[config.mk]
export PLATFORM = sky130hd
export DESIGN_NAME = array_op_sequencer
export DESIGN_NICKNAME = d
export VERILOG_FILES = /design/src/rtl/array_proc_pkg.sv /design/src/rtl/array_op_sequencer.sv
export SDC_FILE = /design/constraint.sdc
export NUM_CORES = 1
export LEC_CHECK = 0
export CAP_MARGIN = 40
export CORE_ASPECT_RATIO = 0.9
export CORE_MARGIN = 2
export CORE_UTILIZATION = 45
export CTS_BUF_LIST = sky130_fd_sc_hd__clkbuf_4 sky130_fd_sc_hd__clkbuf_8
export DETAILED_ROUTE_END_ITERATION = 12
export GPL_TIMING_DRIVEN = 1
export PLACE_DENSITY = 0.76
export SKIP_CTS_REPAIR_TIMING = 1
export SLEW_MARGIN = 20
export SYNTH_ARGS = -nofsm -noshare
export SYNTH_HDL_FRONTEND = slang
export SYNTH_SLANG_ARGS = --single-unit
[constraint.sdc]
create_clock -name clk -period 5 [get_ports clk]
set_input_delay 1 -clock clk [delete_from_list [all_inputs] [get_ports clk]]
set_output_delay 1 -clock clk [all_outputs]
set_load 0.02 [all_outputs]
[src/rtl/array_proc_pkg.sv]
// rtl/array_proc_pkg.sv - shared opcode, state and width definitions for the array sequencer
package array_proc_pkg;

  localparam int ADDR_W_DEF = 10;
  localparam int DATA_W_DEF = 16;
  localparam int LEN_W_DEF  = 11;

  typedef enum logic [1:0] {
    OP_COPY = 2'b00,
    OP_ADD  = 2'b01,
    OP_FILL = 2'b10,
    OP_RSVD = 2'b11
  } opcode_e;

  typedef enum logic [2:0] {
    S_IDLE  = 3'd0,
    S_READ  = 3'd1,
    S_WRITE = 3'd2,
    S_FILL  = 3'd3,
    S_DONE  = 3'd4
  } state_e;

endpackage

[src/rtl/array_op_sequencer.sv]
// rtl/array_op_sequencer.sv - COPY/ADD/FILL sequencer driving a dual-port BRAM
// Port A reads then writes each element; port B is used only as a second read port.
module array_op_sequencer
  import array_proc_pkg::*;
#(
  parameter int ADDR_W = ADDR_W_DEF,
  parameter int DATA_W = DATA_W_DEF,
  parameter int LEN_W  = LEN_W_DEF
) (
  input  logic              clk,
  input  logic              reset,
  input  logic              start,
  input  logic [1:0]        opcode,
  input  logic [ADDR_W-1:0] src_a,
  input  logic [ADDR_W-1:0] src_b,
  input  logic [ADDR_W-1:0] dst,
  input  logic [LEN_W-1:0]  len,
  input  logic [DATA_W-1:0] fill_val,
  output logic              busy,
  output logic              done,
  output logic              err,
  output logic              wea,
  output logic              web,
  output logic [ADDR_W-1:0] addra,
  output logic [ADDR_W-1:0] addrb,
  output logic [DATA_W-1:0] dia,
  output logic [DATA_W-1:0] dib,
  input  logic [DATA_W-1:0] doa,
  input  logic [DATA_W-1:0] dob
);

  state_e            r_state;
  state_e            w_state_nxt;
  opcode_e           r_op;
  logic [ADDR_W-1:0] r_src_a;
  logic [ADDR_W-1:0] r_src_b;
  logic [ADDR_W-1:0] r_dst;
  logic [LEN_W-1:0]  r_len;
  logic [DATA_W-1:0] r_fill;
  logic [LEN_W-1:0]  r_idx;
  logic              r_err;

  logic              w_accept;
  logic [LEN_W-1:0]  w_idx_inc;
  logic              w_last;
  logic [ADDR_W-1:0] w_ofs;
  logic [DATA_W-1:0] w_sum;

  assign w_accept  = (r_state == S_IDLE) && start;
  assign w_idx_inc = r_idx + LEN_W'(1);
  assign w_last    = (w_idx_inc == r_len);
  assign w_ofs     = ADDR_W'(r_idx);
  assign w_sum     = doa + dob;
  assign err       = r_err;

  always_ff @(posedge clk or negedge reset) begin
    if (!reset) begin
      r_state <= S_IDLE;
    end else begin
      r_state <= w_state_nxt;
    end
  end

  // Command registers are captured only on accept, so inputs may change freely mid-operation.
  always_ff @(posedge clk or negedge reset) begin
    if (!reset) begin
      r_op    <= OP_COPY;
      r_src_a <= '0;
      r_src_b <= '0;
      r_dst   <= '0;
      r_len   <= '0;
      r_fill  <= '0;
      r_idx   <= '0;
      r_err   <= 1'b0;
    end else if (w_accept) begin
      r_op    <= opcode_e'(opcode);
      r_src_a <= src_a;
      r_src_b <= src_b;
      r_dst   <= dst;
      r_len   <= len;
      r_fill  <= fill_val;
      r_idx   <= '0;
      r_err   <= (opcode_e'(opcode) == OP_RSVD);
    end else if ((r_state == S_WRITE) || (r_state == S_FILL)) begin
      r_idx   <= w_idx_inc;
    end
  end

  always_comb begin
    w_state_nxt = r_state;
    busy        = 1'b0;
    done        = 1'b0;
    wea         = 1'b0;
    web         = 1'b0;
    addra       = '0;
    addrb       = '0;
    dia         = '0;
    dib         = '0;
    case (r_state)
      S_IDLE: begin
        if (start) begin
          if ((len == '0) || (opcode_e'(opcode) == OP_RSVD)) begin
            w_state_nxt = S_DONE;
          end else if (opcode_e'(opcode) == OP_FILL) begin
            w_state_nxt = S_FILL;
          end else begin
            w_state_nxt = S_READ;
          end
        end
      end
      S_READ: begin
        busy        = 1'b1;
        addra       = r_src_a + w_ofs;
        addrb       = r_src_b + w_ofs;
        w_state_nxt = S_WRITE;
      end
      // doa/dob hold the words addressed during the preceding READ cycle.
      S_WRITE: begin
        busy        = 1'b1;
        wea         = 1'b1;
        addra       = r_dst + w_ofs;
        dia         = (r_op == OP_ADD) ? w_sum : doa;
        w_state_nxt = w_last ? S_DONE : S_READ;
      end
      S_FILL: begin
        busy        = 1'b1;
        wea         = 1'b1;
        addra       = r_dst + w_ofs;
        dia         = r_fill;
        w_state_nxt = w_last ? S_DONE : S_FILL;
      end
      S_DONE: begin
        done        = 1'b1;
        w_state_nxt = S_IDLE;
      end
      default: begin
        w_state_nxt = S_IDLE;
      end
    endcase
  end

endmodule

======== Yosys cells after proc, flatten, opt, wreduce, memory -nomap -nowiden ========
Index checks and enable logic that the tools add are counted.
storage, ports and cells
  bits of input ports ..................... 94
  output and inout port bits .............. 57
  logic and storage cells ................. 46
  register bits ........................... 74
operators by class
  muxes and demuxes ....................... 15
  reductions and logical operators ........ 8
  equal/unequal tests ..................... 9
  add/sub/neg operators ................... 5
operators by type and width
  operator                                             count
  one-hot mux 16 bit (2 select lines)                  1
  adder 10 bit                                         3
  2-to-1 mux 11 bit                                    2
  one-hot mux 10 bit (2 select lines)                  1
  adder 16 bit                                         1
  2-to-1 mux 16 bit                                    1
  2-to-1 mux 3 bit                                     4
  one-hot mux 3 bit (4 select lines)                   1
  adder 11 x 1 -> 11 bit, second input constant        1
  equality test 11 bit                                 1
  logical NOT 11 bit                                   1
  2-to-1 mux 10 bit                                    1
  equality test 3 x 2 -> 1 bit, second input constant  2
  equality test 2 bit, second input constant           2
  equality test 3 x 1 -> 1 bit, second input constant  1
  equality test 3 bit, second input constant           1
  logical NOT 3 bit                                    1
  2-to-1 mux 1 bit                                     3
  OR reduction 3 bit                                   1
  equality test 2 x 1 -> 1 bit, second input constant  1
  logical OR 1 bit                                     2
  2-to-1 mux 2 bit                                     1
  != test 2 bit, second input constant                 1
  nonzero test 2 bit                                   1
  2 further kinds                                      2

======== Depth between registers and ports, before layout ========
Gate-level depths: netlist of run 1.
  depth in word-level cells ............... 5
  mapped depth ............................ 17
  mapped depth without buffers ............ 13

======== Worst setup path after synthesis of run 1 ========
No wires, ideal clock.
  kind .................................... in2out
  from .................................... in doa[0]
  to ...................................... out dia[10]
  buffers on the path ..................... 0
  data required time ...................... 4000 ps
  data arrival time ....................... 3630 ps
  path slack .............................. 370 ps
  cell stages on the path ................. 10
  cells stage by stage .................... ha_1 inv_1 fa_1 and2b_1 o21ai_0 nand2b_1 a21oi_1 o311ai_1 xnor2_1 a2111oi_0
on the way
  longest elaborated chain between the ends .. 3
RTL lines
  element                              line                       source
  start: declaration                   array_op_sequencer.sv:28   input logic [DATA_W-1:0] doa,
  adder 16 bit                         array_op_sequencer.sv:53   assign w_sum = doa + dob;
  2-to-1 mux 16 bit                    array_op_sequencer.sv:122  dia = (r_op == OP_ADD) ? w_sum : doa;
  one-hot mux 16 bit (2 select lines)  array_op_sequencer.sv:99   case (r_state)
  end: declaration                     array_op_sequencer.sv:26   output logic [DATA_W-1:0] dia,
Every way passes these cells.

======== Worst setup path after layout of run 1 ========
  from .................................... in doa[9]
  to ...................................... out dia[13]
The elaborated chain is that of the path after synthesis.

==> flow_summary.json, run 1 <==
{
  "synth_seq_cells": 74,
  "slew-limit-headroom_pct": 50.7,
  "netlist_instances": 709,
  "reg2regPathDepth": 8,
  "cts_tree": "built",
  "tightest_slew_ps": 739,
  "worstSetupEndpointType": "primary output",
  "dp.final_hpwl_microns": 11600,
  "vdd_drop_max_mv": 0.361,
  "core.rowCount": 37,
  "grt_usage_pct": 24.5,
  "power_mw": 3.91,
  "yosysUniqueCellTypes": 56,
  "start_kind": "input port",
  "core_region_area_sq_um": 11500,
  "grt_pass1_vias": 5239,
  "syn_area_sq_um": 5360,
  "switching_share_pct": 44.8,
  "r2r_slack_ps": 2400,
  "drc": 0,
  "setup_viol": 0,
  "viasPerCell": 5.30,
  "grt_max_degree": 51,
  "endpoint": "dia[13]",
  "areaGrowthSynthToFinish_pct": 31.0,
  "max_freq_mhz": 206,
  "status": "complete, no violations",
  "final_hold_viol_count": 0,
  "drt_iter0_markers": 343,
  "routed_wirelength_microns": 15500,
  "p_clk_share_pct": 11.4,
  "cp_data_arrival_time_ps": 3850,
  "seqPwrFrac_pct": 28.2,
  "fin_tns_setup_ps": 0,
  "path_clk_slew_ps": 70,
  "chipWidth_microns": 119,
  "fin_area_sq_um": 7030,
  "fin_crit_ps": 4850,
  "antenna_found_initial": 0,
  "grt_use_met1_pct": 31.9,
  "cp.required_ps": 4000,
  "nFillCells": 1040,
  "num_vias": 5244,
  "crit_type": "input port to primary output",
  "grt-ovfl-total": 0,
  "synth_edf_count": 0,
  "numCtsBuffers": 9,
  "p_per_area_nw_per_um2": 556,
  "power.switching_mw": 1.75,
  "fin_nets": 962,
  "clock_path_buffers": 2,
  "p_int_mw": 2.16,
  "finalClockSkew_ps": 8.57,
  "avgSynthCellArea_sq_um": 7.56,
  "grt_pass1_wl_microns": 25200,
  "yosysSeqAreaShare_pct": 34.5,
  "synth_common_cells": "nand2_1, dfrtp_1, nor2_1, o21ai_0, a21oi_1",
  "first_pass_iters": 5,
  "drv_slew": 0,
  "cp_max_fo": 7,
  "async_flop_share_pct": 100,
  "synth.most_common_cell": "nand2_1",
  "num_io_pins": 151,
  "synthFlopType": "dfrtp_1",
  "busiest_layer": "met2",
  "h-tree-depth": 3,
  "comb_power_share_pct": 60.3,
  "die_h_microns": 108,
  "yosysTopAreaCell": "dfrtp_1",
  "dpl-instance-area_sq_um": 6810,
  "yosys-top-cells-area": "dfrtp_1, nand2_1, ha_1",
  "netlist.area_leader.share_pct": 34.5,
  "min_path_type": "flop to flop",
  "r2r_start": "r_idx[1]$_DFFE_PN0P_",
  "antenna_cells": 0,
  "rsz0062_at_grt": "no",
  "postRouteAntennaNets": 0,
  "insertion_delay_ps": 350,
  "ys_warn_count": 0,
  "leakage_nw": 3.37,
  "wl_per_cell_microns": 15.6,
  "gp_congestion": 0.863,
  "min_period_over_period_pct": 96.9,
  "die_area_sq_um": 12800,
  "maxCapViolCount": 0,
  "drive_gt1_share_pct": 4.80,
  "cts_root_buffer": "clkbuf_8",
  "r2r_end": "r_state[1]$_DFFE_PN0P_",
  "setup.worst_path.start": "doa[9]",
  "cts_sinks": 74,
  "whs_path_depth": 2,
  "utilization_pct": 60.9,
  "start_util_pct": 46.5,
  "io_buffers": 133,
  "met2_usage_pct": 41.3,
  "use_met3_pct": 4.13
}
==> worst max-delay path: stages <==
cell             delay [ps]
clkdlybuf4s50_1         430
ha_1                    400
a21oi_1                 220
a21boi_0                130
a311oi_2                370
nand2_1                 160
a31oi_1                 230
xor2_1                   90
o21ai_0                 180
clkdlybuf4s50_1         630
==> logic make-up (layout without fill, tap and decap cells) <==
family / count (synthesis) / in the layout / synth area share [%]
other: 1 / 17 / 0.0699
flip-flops: 74 / 74 / 34.5
buffers and inverters: 62 / 171 / 5.53
AO/OA/AOI/OAI: 125 / 125 / 14.4
XOR/XNOR: 41 / 41 / 6.70
adder cells (fa/ha/maj): 37 / 37 / 9.05
AND/OR/NAND/NOR: 365 / 365 / 29.0
multiplexers: 4 / 4 / 0.747
==> layout by cell type, fill, tap and decap left out, drive strengths merged, types with 3 or more instances in the layout <==
master         synthesis  routed
nor3                  14      14
clkdlybuf4s50          0     127
nor2b                  7       7
buf                   18      12
xnor2                 18      18
mux2i                  4       4
dfrtp                 74      74
a2111oi                3       3
o21bai                 3       3
conb                   1      17
nand2b                 8       8
a31oi                  5       5
nand2                255     255
a211oi                 5       5
o21a                   4       4
xor2                  23      23
or3                    4       4
o311ai                 3       3
and3                   3       3
and2                   4       4
clkinvlp               0       3
ha                    34      34
a21o                   9       9
a21oi                 36      36
fa                     3       3
o21ai                 40      40
clkbuf                31       9
nand3                 14      14
nor2                  42      42
inv                   13      13
dlymetal6s2s           0       5
==> sequential cells by signal, indices dropped and copies added, names as in the netlist <==
signal	count
r_fill	16
r_idx	11
r_len	11
r_dst	10
r_src_a	10
r_src_b	10
r_state	3
r_op	2
err	1
==> worst min-delay path by stage <==
stage	slack (ps)	to	from
after floorplan	440	r_fill[11]$_DFFE_PN0P_	r_fill[11]$_DFFE_PN0P_
after global placement	450	r_fill[3]$_DFFE_PN0P_	r_fill[3]$_DFFE_PN0P_
after detailed placement	460	r_fill[15]$_DFFE_PN0P_	r_fill[15]$_DFFE_PN0P_
after CTS	480	r_fill[15]$_DFFE_PN0P_	r_fill[15]$_DFFE_PN0P_
after global routing	490	r_fill[15]$_DFFE_PN0P_	r_fill[15]$_DFFE_PN0P_
final	480	r_fill[2]$_DFFE_PN0P_	r_fill[2]$_DFFE_PN0P_
==> final cells by class <==
| cell class | count | area [sq um] | share of cell area [%] |
|---|---|---|---|
| Clock inverter | 5 | 57.6 | 0.819 |
| Multi-Input combinational cell | 589 | 3300 | 47.0 |
| Sequential cell | 74 | 1850 | 26.4 |
| Tap cell | 156 | 195 | 2.78 |
| Clock buffer | 9 | 124 | 1.76 |
| Inverter | 13 | 48.8 | 0.695 |
| Timing Repair Buffer | 144 | 1450 | 20.6 |
==> routing by layer <==
metal | wire (microns) | up-vias
met1 | 6940 | 2456
met5 | 0 | -
met4 | 405 | 0
li1 | - | 2575
met3 | 940 | 33
met2 | 7180 | 180
==> stage by stage <==
stage	hold slack (ps)	setup WS, ps	cells
after floorplan	440	370	725
after global placement	455	-158	975
after detailed placement	457	-175	976
after CTS	475	-196	990
after global routing	492	1.65	990
final	475	154	990
==> power by group through the flow <==
stage	sequential, mW	combinational [mW]	clock (mW)
floorplan	1.03	1.52	0
global placement	1.09	2.28	0
detailed placement	1.11	2.34	0
CTS	1.10	2.36	0.455
global route	1.14	2.59	0.476
finish	1.10	2.36	0.446
No activity file was read; power rests on OpenSTA's default activity.
==> run 2, diff against run 1 <==
--- a/config.mk
+++ b/config.mk
@@ -14,6 +14,7 @@
 export GPL_TIMING_DRIVEN = 1
 export PLACE_DENSITY = 0.76
 export SKIP_CTS_REPAIR_TIMING = 1
+export SKIP_LAST_GASP = 1
 export SLEW_MARGIN = 20
 export SYNTH_ARGS = -nofsm -noshare
 export SYNTH_HDL_FRONTEND = slang
==> results of run 2 <==
No change in the layout: final DEF, timing and power equal those of run 1.
